[src/rtl/hazard_pkg.sv]
// Shared types for the hazard scoreboard: register index type and decode-op classification.
package hazard_pkg;

   localparam int REG_AW_DEF     = 5;
   localparam int STATUS_REG_DEF = 9;

   typedef logic [REG_AW_DEF-1:0] reg_idx_t;

   typedef enum logic [1:0] {
      OP_NORMAL,
      OP_SPECIAL,
      OP_GET_ROW,
      OP_SEND_ROW
   } op_class_t;

   // getRow outranks the special flag so a getRow never counts as a status writer.
   function automatic op_class_t classify(input logic special, input logic get_row,
                                          input logic send_row);
      op_class_t c;
      if (get_row)       c = OP_GET_ROW;
      else if (send_row) c = OP_SEND_ROW;
      else if (special)  c = OP_SPECIAL;
      else               c = OP_NORMAL;
      return c;
   endfunction

endpackage

[src/rtl/hazard_scoreboard_lat.sv]
// One scoreboard entry: saturating down-counter with load-wins-as-max and a freeze input.
module hazard_lat_counter #(
   parameter int CNT_W = 1
) (
   input  logic             clk,
   input  logic             rst,
   input  logic             hold,
   input  logic             load,
   input  logic [CNT_W-1:0] load_val,
   output logic             nonzero,
   output logic [CNT_W-1:0] count
);

   logic [CNT_W-1:0] cnt_q, cnt_d, cnt_dec;

   always_comb begin
      cnt_dec = (cnt_q != '0) ? cnt_q - CNT_W'(1) : '0;
      cnt_d   = cnt_q;
      if (!hold) begin
         cnt_d = cnt_dec;
         // a re-allocation never shortens an entry that is already pending longer
         if (load && (load_val > cnt_dec)) cnt_d = load_val;
      end
   end

   always_ff @(posedge clk) begin
      if (rst) cnt_q <= '0;
      else     cnt_q <= cnt_d;
   end

   assign nonzero = (cnt_q != '0);
   assign count   = cnt_q;

endmodule

[src/rtl/hazard_scoreboard.sv]
// Decode-stage latency scoreboard: stalls IF/ID until getRow/status results are readable.
// Optional stall statistics ports are built when HAZARD_STALL_STATS_EN is defined.
module hazard_scoreboard
   import hazard_pkg::*;
#(
   parameter int NUM_REGS    = 32,
   parameter int REG_AW      = 5,
   parameter int STATUS_REG  = 9,
   parameter int GETROW_LAT  = 1,
   parameter int SPECIAL_LAT = 1,
   parameter int CNT_W       = $clog2(((GETROW_LAT > SPECIAL_LAT) ? GETROW_LAT : SPECIAL_LAT) + 1)
) (
   input  logic              clk,
   input  logic              rst,
   input  logic              pipe_hold,
   input  logic              if_id_valid,
   input  logic [REG_AW-1:0] if_id_rs,
   input  logic [REG_AW-1:0] if_id_rt,
   input  logic              id_is_special,
   input  logic              id_is_get_row,
   input  logic              id_is_send_row,
   input  logic [REG_AW-1:0] id_rd,
   output logic              pc_write,
   output logic              if_id_write,
   output logic              nop,
   output logic              busy
`ifdef HAZARD_STALL_STATS_EN
   ,
   output logic [31:0]       stall_cycles,
   output logic [15:0]       stall_events
`endif
);

   localparam logic [CNT_W-1:0] GR_LAT = CNT_W'(GETROW_LAT);
   localparam logic [CNT_W-1:0] SP_LAT = CNT_W'(SPECIAL_LAT);

   logic              hz;
   logic              issue;
   op_class_t         op_cls;
   logic [NUM_REGS-1:0] nz;
   logic [CNT_W-1:0]  cnt [NUM_REGS];

   assign nz[0]  = 1'b0;
   assign cnt[0] = '0;

   always_comb begin
      op_cls      = classify(id_is_special, id_is_get_row, id_is_send_row);
      hz          = if_id_valid &
                    (((if_id_rs != '0) & (cnt[if_id_rs] != '0)) |
                     ((if_id_rt != '0) & (cnt[if_id_rt] != '0)));
      issue       = if_id_valid & ~hz & ~pipe_hold;
      pc_write    = ~hz;
      if_id_write = ~hz;
      nop         = hz;
   end

   for (genvar r = 1; r < NUM_REGS; r++) begin : g_entry
      logic             load;
      logic [CNT_W-1:0] load_val;

      always_comb begin
         load     = 1'b0;
         load_val = GR_LAT;
         if (issue) begin
            if ((op_cls == OP_GET_ROW) && (id_rd == REG_AW'(r))) begin
               load     = 1'b1;
               load_val = GR_LAT;
            end else if ((op_cls == OP_SPECIAL) && (r == STATUS_REG)) begin
               load     = 1'b1;
               load_val = SP_LAT;
            end
         end
      end

      hazard_lat_counter #(.CNT_W(CNT_W)) u_cnt (
         .clk      (clk),
         .rst      (rst),
         .hold     (pipe_hold),
         .load     (load),
         .load_val (load_val),
         .nonzero  (nz[r]),
         .count    (cnt[r])
      );
   end

   assign busy = |nz;

`ifdef HAZARD_STALL_STATS_EN
   logic [31:0] stall_cycles_q, stall_cycles_d;
   logic [15:0] stall_events_q, stall_events_d;
   logic        hz_q, hz_d;

   always_comb begin
      stall_cycles_d = stall_cycles_q;
      stall_events_d = stall_events_q;
      hz_d           = hz;
      if (hz && !pipe_hold && (stall_cycles_q != '1)) stall_cycles_d = stall_cycles_q + 32'(1);
      if (hz && !hz_q && (stall_events_q != '1))      stall_events_d = stall_events_q + 16'(1);
   end

   always_ff @(posedge clk) begin
      if (rst) begin
         stall_cycles_q <= '0;
         stall_events_q <= '0;
         hz_q           <= 1'b0;
      end else begin
         stall_cycles_q <= stall_cycles_d;
         stall_events_q <= stall_events_d;
         hz_q           <= hz_d;
      end
   end

   assign stall_cycles = stall_cycles_q;
   assign stall_events = stall_events_q;
`endif

endmodule

[config.mk]
export PLATFORM = sky130hd
export DESIGN_NAME = hazard_scoreboard
export DESIGN_NICKNAME = d
export VERILOG_FILES = /design/src/rtl/hazard_pkg.sv /design/src/rtl/hazard_scoreboard_lat.sv /design/src/rtl/hazard_scoreboard.sv
export SDC_FILE = /design/constraint.sdc
export NUM_CORES = 1
export LEC_CHECK = 0
export BUFFER_PORTS_ARGS = -buffer_cell sky130_fd_sc_hd__buf_2
export CAP_MARGIN = 20
export CORE_MARGIN = 2
export CORE_UTILIZATION = 40
export CTS_CLUSTER_DIAMETER = 60
export DETAILED_ROUTE_END_ITERATION = 16
export GPL_ROUTABILITY_DRIVEN = 0
export PLACE_DENSITY_LB_ADDON = 0.25
export SLEW_MARGIN = 20
export SYNTH_ARGS = -nofsm -noshare
export SYNTH_HDL_FRONTEND = slang
export SYNTH_SLANG_ARGS = --single-unit
[constraint.sdc]
create_clock -name clk -period 4.1 [get_ports clk]
set_input_delay 0.615 -clock clk [delete_from_list [all_inputs] [get_ports clk]]
set_output_delay 0.615 -clock clk [all_outputs]
set_load 0.01 [all_outputs]
Word-level counts from Yosys, hierarchy flattened
Index checks and enable logic that the tools add are counted.
{"block": "word_totals", "regBits": 31, "latch_bits": 0, "ram_bits": 0, "rom_bits": 0, "in_bits": 22, "output_inout_bits": 4, "memories": 0}
{"block": "op_classes", "n_addsub": 31, "n_mul": 0, "div": 0, "n_lt_le_gt_ge": 33, "n_eq_ne": 33, "shifts": 0, "muxes": 134, "n_bitwise": 10, "n_reduce_logical": 65}
{"op": "$mux W1", "count": 130}
{"op": "$eq A5 B5 Y1 const B", "count": 16}
{"op": "$logic_and A1 B1 Y1", "count": 62}
{"op": "$eq A5 B4 Y1 const B", "count": 8}
{"op": "$gt A1 B1 Y1 const A", "count": 31}
{"op": "$reduce_or A31 Y1", "count": 1}
{"op": "$sub A1 B1 Y1 const B", "count": 31}
{"op": "$eq A5 B3 Y1 const B", "count": 4}
{"op": "$ge A6 B6 Y1 const B", "count": 2}
{"op": "$not A5 Y6", "count": 2}
{"op": "$bmux W1 S5", "count": 2}
{"op": "$eq A5 B2 Y1 const B", "count": 2}
{"op": "$reduce_bool A5 Y1", "count": 2}
{"op": "$and A1 B1 Y1", "count": 5}
{"op": "$eq A5 B1 Y1 const B", "count": 1}
{"op": "$mux W2", "count": 2}
{"op": "$eq A2 B1 Y1 const B", "count": 1}
{"op": "$eq A2 B2 Y1 const B", "count": 1}
{"op": "$not A1 Y1", "count": 2}
{"op": "$or A1 B1 Y1", "count": 1}

Longest topological paths before layout
Gate-level depths: netlist of the first run.
{"block": "depth", "word_depth": 13, "depth_mapped": 9}

Modules after synthesis
A second synthesis of the first run with hierarchy kept.
{"block": "unflattened", "hier_cells": 331, "hier_area_um2": 2834.0}
{"module": "hazard_scoreboard", "instances": 1, "cells_per_inst": 176, "area_per_inst_um2": 1476.4}
{"module": "hazard_lat_counter", "instances": 31, "cells_per_inst": 5, "area_per_inst_um2": 43.8}

Worst setup path before layout of the first run
OpenSTA, ideal clock, no wires.
{"block": "synth_timing", "kind": "input to output", "start": "input port if_id_rs[0]", "end": "output port pc_write", "arrival_time_ns": 2.344, "required_time_ns": 3.485, "path_slack_ns": 1.141, "path_stages": 9, "n_path_buf": 3, "cell_sequence": "buf_2 mux4_2 mux2i_1 o22ai_1 nor3_2 nand2_2 buf_6 nand2_1 buf_4"}
{"block": "synth_via", "elab_chain_len": 8}
{"element": "start, declared", "line_no": "hazard_scoreboard.sv:17", "rtl": "input logic [REG_AW-1:0] if_id_rs,"}
{"element": "$not A5 Y6 (not written as such)", "line_no": "hazard_scoreboard.sv:49", "rtl": "(((if_id_rs != '0) & (cnt[if_id_rs] != '0)) |"}
{"element": "$bmux W1 S5", "line_no": "hazard_scoreboard.sv:49"}
{"element": "$mux W1 (not written as such) (2 in a row)", "line_no": "hazard_scoreboard.sv:49"}
{"element": "$and A1 B1 Y1 *", "line_no": "hazard_scoreboard.sv:49"}
{"element": "$or A1 B1 Y1 *", "line_no": "hazard_scoreboard.sv:49"}
{"element": "$and A1 B1 Y1 *", "line_no": "hazard_scoreboard.sv:48", "rtl": "hz = if_id_valid &"}
{"element": "$not A1 Y1 *"}
{"element": "end, declared", "line_no": "hazard_scoreboard.sv:23", "rtl": "output logic pc_write,"}
Every way passes the cells marked *; elsewhere a longest branch is shown, timed or not. The select of a mux whose other input is x is not followed.

Worst setup path after layout of the first run
{"block": "layout_timing", "start": "input port if_id_rt[0]", "end": "output port nop"}
{"block": "layout_via", "elab_chain_len": 7}
{"element": "start, declared", "line_no": "hazard_scoreboard.sv:18", "rtl": "input logic [REG_AW-1:0] if_id_rt,"}
{"element": "$not A5 Y6 (not written as such)", "line_no": "hazard_scoreboard.sv:50", "rtl": "((if_id_rt != '0) & (cnt[if_id_rt] != '0)));"}
{"element": "$bmux W1 S5", "line_no": "hazard_scoreboard.sv:50"}
{"element": "$mux W1 (not written as such) (2 in a row)", "line_no": "hazard_scoreboard.sv:50"}
{"element": "$and A1 B1 Y1 *", "line_no": "hazard_scoreboard.sv:50"}
{"element": "$or A1 B1 Y1 *", "line_no": "hazard_scoreboard.sv:49"}
{"element": "$and A1 B1 Y1 *", "line_no": "hazard_scoreboard.sv:48"}
{"element": "end, declared", "line_no": "hazard_scoreboard.sv:25", "rtl": "output logic nop,"}
Marked as above.

==> impl_metrics.ini, run 1 <==
[worst_setup_path]
worst-path-stages = 8
end_kind = output port
r2r_start = g_entry[24].u_cnt.count
critical_path_class = input pin to output port
critPathBufInv = 2
worstPathCellList = buf_2, mux4_1, mux2i_1, o22ai_1, nor3_2, nand2_2, and2_1, buf_2
cpLargestDelayFamily = multiplexers
crit_top_cell = buf_2
worstRegToRegCells = 7
crit_path_start_kind = input pin
crit_slowest_cell = mux4_1
worstPathArrival_ps = 2450
r2r_slack_ps = 1800
timing.rr.end = g_entry[30].u_cnt.count
worstPathMaxFanout = 8
cp.required_ps = 3480
critical_path.max_stage_delay_ps = 590

[min_path]
min_path_type = flop to flop
whs_path_depth = 2
min_to = g_entry[15].u_cnt.count
min-delay-start = g_entry[15].u_cnt.count

[yosys]
synth_area_mm2 = 0.00194
async_reset_ff_share_pct = 0
synth-edff-count = 0
synth_area_leaders = dfxtp_1 32%, mux4_2 9.3%, nand2_1 7.3%
synth_warnings = 0
synth_ff_type = dfxtp_1
ys_seq_elements = 31
synth_cell_types = 46
yosys.area.top_type = dfxtp_1
synth_top_area_share_pct = 31.9
avgSynthCellArea_um2 = 9.72
synth_cells = 200
ys_seq_area_share_pct = 31.9
synth.net_count = 222

[finish]
layout-drive-gt1-share_pct = 24.4
final_cell_mix = 38 x nand2_1, 31 x dfxtp_1, 25 x buf_2
fillers = 464
antenna_cells = 0
register_area_um2 = 621
area_growth_pct = 7.53
multi_input_area_mm2 = 0.00118
layout.nets = 239
largest_reg_flops = 31
final_common_cell = nand2_1

[drt]
vias = 1668
post_drt_wl_per_cell_um = 18.2
drt_iter0_markers = 140
antenna_left = 0
first_pass_iters = 4
drc = 0
vias_per_cell = 6.15
routed_wl_mm = 4.93

[global_route]
grt_first_pass_wirelength_mm = 8.20
grt_pass1_vias = 1566
grtUsageMet3_pct = 4.12
met2_usage_pct = 30.1
met1_usage_pct = 29.4
top_usage_layer = met2
grt_max_degree = 31
antenna_found_initial = 0
overflow = 0
grt_usage_pct = 20.3

[floorplan]
initial_core_util_pct = 41.4
io_pins = 26
die_y_um = 73.7
die-area_mm2 = 0.00543
rows = 25
die_w_um = 73.7
core_region_area_mm2 = 0.00469

[cts]
cts_buffer_depth = 2
cts_num_sinks = 31
clk_pin_slew_ps = 60
cts_setup_buffers = 0
clock_latency_ps = 280
numCtsBuffers = 5
cts_root_buffer = clkbuf_8
htree_levels = 2
tritoncts = built
cts.repair.resized = 0
ctsHoldBuffers = 0

[power_and_ir_drop]
p_leak_nw = 0.778
powerDensity_mw_per_mm2 = 296
ir_drop_mv = 0.176

[sta]
tns_ps = 0
skew_ps = 8.55
drv_slew = 0
rsz0062_at_grt = no
setup_viol = 0
worst_pin_slew_ps = 761
hold_viol = 0
slew_headroom_pct = 48.9
fmax_ghz = 0.327
whs_ps = 501
fin_crit_ps = 3060
fin_crit_sh_pct = 74.6

[job]
cap_violations = 0

[place]
hpwl_mm = 3.59
port_buffers = 25

[outcome]
outcome = finished, final reports clean
==> worst reg2reg max path, delay by kind of cell (launching register included) <==
kind | cells | cell delay (ps)
multiplexers | 2 | 650
flip-flops | 1 | 350
buffers and inverters | 1 | 230
AO/OA/AOI/OAI | 2 | 480
AND/OR/NAND/NOR | 2 | 490
==> logic make-up after synthesis <==
kind of cell	after synthesis	synth area share, %
buffers and inverters	17	7.85
flip-flops	31	31.9
multiplexers	23	20.7
AND/OR/NAND/NOR	88	24.3
AO/OA/AOI/OAI	41	15.3
==> layer usage <==
layer / part of all wire, % / routed length [µm] / vias up
li1: - / - / 815
met1: 49 / 2440 / 801
met2: 44 / 2190 / 46
met3: 4.5 / 223 / 6
met4: 1.6 / 77 / 0
met5: 0 / 0 / -
==> final cells by class <==
class	count	area share (%)
Multi-Input combinational cell	152	56.4
Tap cell	54	3.23
Timing Repair Buffer	26	6.34
Clock buffer	6	3.95
Sequential cell	31	29.7
Inverter	1	0.180
Clock inverter	1	0.239
==> worst max-delay path by stage <==
stage | startpoint | endpoint | slack [ps]
6_report | if_id_rt[0] | nop | 1040
5_1_grt | if_id_rs[0] | nop | 880
4_1_cts | if_id_rt[0] | nop | 1020
3_5_place_dp | if_id_rt[0] | nop | 1030
3_3_place_gp | if_id_rs[0] | nop | 1060
2_1_floorplan | if_id_rs[0] | pc_write | 1140
==> through the flow <==
stage	utilization (%)	std cells	instance area [µm²]	worst slack, ps	total power [W]
CTS	44.5	271	2090	1020	0.000623
detailed placement	42.6	264	2000	1030	0.000386
global route	44.6	271	2090	884	0.000650
global placement	42.6	264	2000	1060	0.000386
floorplan	-	200	1940	1140	0.000368
finish	44.6	271	2090	1040	0.000620
==> cells in the mapped netlist, drive strengths merged (4+ instances only) <==
master and instances:
nor2 5, mux4 12, mux2 6, nor3b 6, mux2i 5, nand2 39
nand4 8, o21ai 14, nor3 4, o41ai 16, nor4 7, buf 10
dfxtp 31
==> report_power, final <==
group,switching [W],internal (W),total (W)
clock,0.000108,0.000131,0.000239
combinational,0.0000488,0.0000285,0.0000774
sequential,0.000000993,0.000302,0.000303
total,0.000158,0.000462,0.000620
(Power assumes the default switching activity.)
==> inputs of run 2 (changes only) <==
clock period = 2.9 ns   (was 4.1 ns; I/O delays follow)
==> impl_metrics.ini, run 2 (same netlist as run 1, synthesis figures left out) <==
[min_path]
min_path_type = input pin to flop

[floorplan]
die_w_um = 73.7
rows = 25
die_y_um = 73.7
core_region_area_mm2 = 0.00469
initial_core_util_pct = 41.4
io_pins = 26
die-area_mm2 = 0.00543

[cts]
cts_num_sinks = 31
tritoncts = built
clock_latency_ps = 280
numCtsBuffers = 5
cts_root_buffer = clkbuf_8
cts.repair.resized = 0
htree_levels = 2
cts_setup_buffers = 0
cts_buffer_depth = 2
clk_pin_slew_ps = 60
ctsHoldBuffers = 0

[drt]
drt_iter0_markers = 143
drc = 0
vias = 1673
post_drt_wl_per_cell_um = 17.7
routed_wl_mm = 4.84
antenna_left = 0
vias_per_cell = 6.11
first_pass_iters = 4

[global_route]
grt_usage_pct = 20.1
antenna_found_initial = 0
grt_pass1_vias = 1553
overflow = 0
grt_max_degree = 31
grt_first_pass_wirelength_mm = 8.11

[power_and_ir_drop]
p_sw_share_pct = 24.6
p_leak_nw = 0.787
ir_drop_mv = 0.229
p_seq_share_pct = 47.3
power.net_switching_w = 0.000223
powerDensity_mw_per_mm2 = 429
comb_power_share_pct = 12.1
clockPowerShare_pct = 40.6
internal_power_w = 0.000684

[sta]
fin_crit_sh_pct = 93.5
tns_ps = 0
skew_ps = 2.39
fmax_ghz = 0.369
setup_viol = 0
hold_viol = 0
fin_crit_ps = 2710
drv_slew = 0
rsz0062_at_grt = no
worst_pin_slew_ps = 732
slew_headroom_pct = 50.8

[finish]
antenna_cells = 0
final_common_cell = nand2_1
layout-drive-gt1-share_pct = 25.0
post-route-util_pct = 45.0
finish.instance_area_mm2 = 0.00211
final_cell_mix = 38 x nand2_1, 31 x dfxtp_1, 25 x buf_2
layout.nets = 241
area_growth_pct = 8.69
largest_reg_flops = 31

[place]
port_buffers = 25
hpwl_mm = 3.51
place_area_mm2 = 0.00201

[worst_setup_path]
worstPathArrival_ps = 2280
critical_path_class = input pin to output port
worstPathMaxFanout = 7
crit_path_start_kind = input pin
end_kind = output port
cp.required_ps = 2470

[outcome]
outcome = finished, final reports clean

[job]
cap_violations = 0
run 2: metal layers:
| layer | vias to the layer above | wire length [µm] | track usage (%) |
|---|---|---|---|
| met5 | - | 0 | 0 |
| met4 | 0 | 98 | 8.89 |
| met3 | 8 | 340 | 4.12 |
| met2 | 62 | 2080 | 28.9 |
| met1 | 786 | 2320 | 29.0 |
| li1 | 817 | - | - |
run 2: critical path, stage by stage:
cell and delay, ps:
buf_2 170, mux2_2 350, a2111oi_0 450, nor3_1 110, a32oi_2 360, nand2_2 100, and2_1 170, buf_2 130
run 2: final cells by class:
type	count	area [µm²]
tap	54	67.6
inverter	1	3.75
timing repair buffer	28	148
fill	483	2580
multi-input combinational	152	1170
sequential	31	621
clock buffer	8	100
run 2: path summary, 6_finish.rpt:
path / startpoint / endpoint / slack (ps) / depth (start not counted)
setup reg to reg: g_entry[4].u_cnt.count / g_entry[30].u_cnt.count / 550 / 7
hold / removal: rst / g_entry[9].u_cnt.count / 400 / 2
setup / recovery: if_id_rs[3] / nop / 190 / 8
hold reg to reg: g_entry[16].u_cnt.count / g_entry[16].u_cnt.count / 500 / 2
run 2: stage by stage:
| step | setup slack, ps | total power, W | hold WS, ps | std cells |
|---|---|---|---|---|
| 2_1_floorplan | 301 | 0.000521 | 442 | 200 |
| 3_3_place_gp | 222 | 0.000547 | 482 | 266 |
| 6_report | 189 | 0.000907 | 398 | 274 |
| 4_1_cts | 170 | 0.000919 | 385 | 274 |
| 5_1_grt | 51.5 | 0.000954 | 402 | 274 |
| 3_5_place_dp | 183 | 0.000547 | 482 | 266 |
run 2: power groups by stage:
stage | Combinational [W] | Sequential, W | Clock, W
3_3_place_gp | 0.000109 | 0.000438 | 0
4_1_cts | 0.000110 | 0.000428 | 0.000381
6_report | 0.000110 | 0.000428 | 0.000368
5_1_grt | 0.000121 | 0.000428 | 0.000405
3_5_place_dp | 0.000109 | 0.000438 | 0
2_1_floorplan | 0.0000836 | 0.000437 | 0
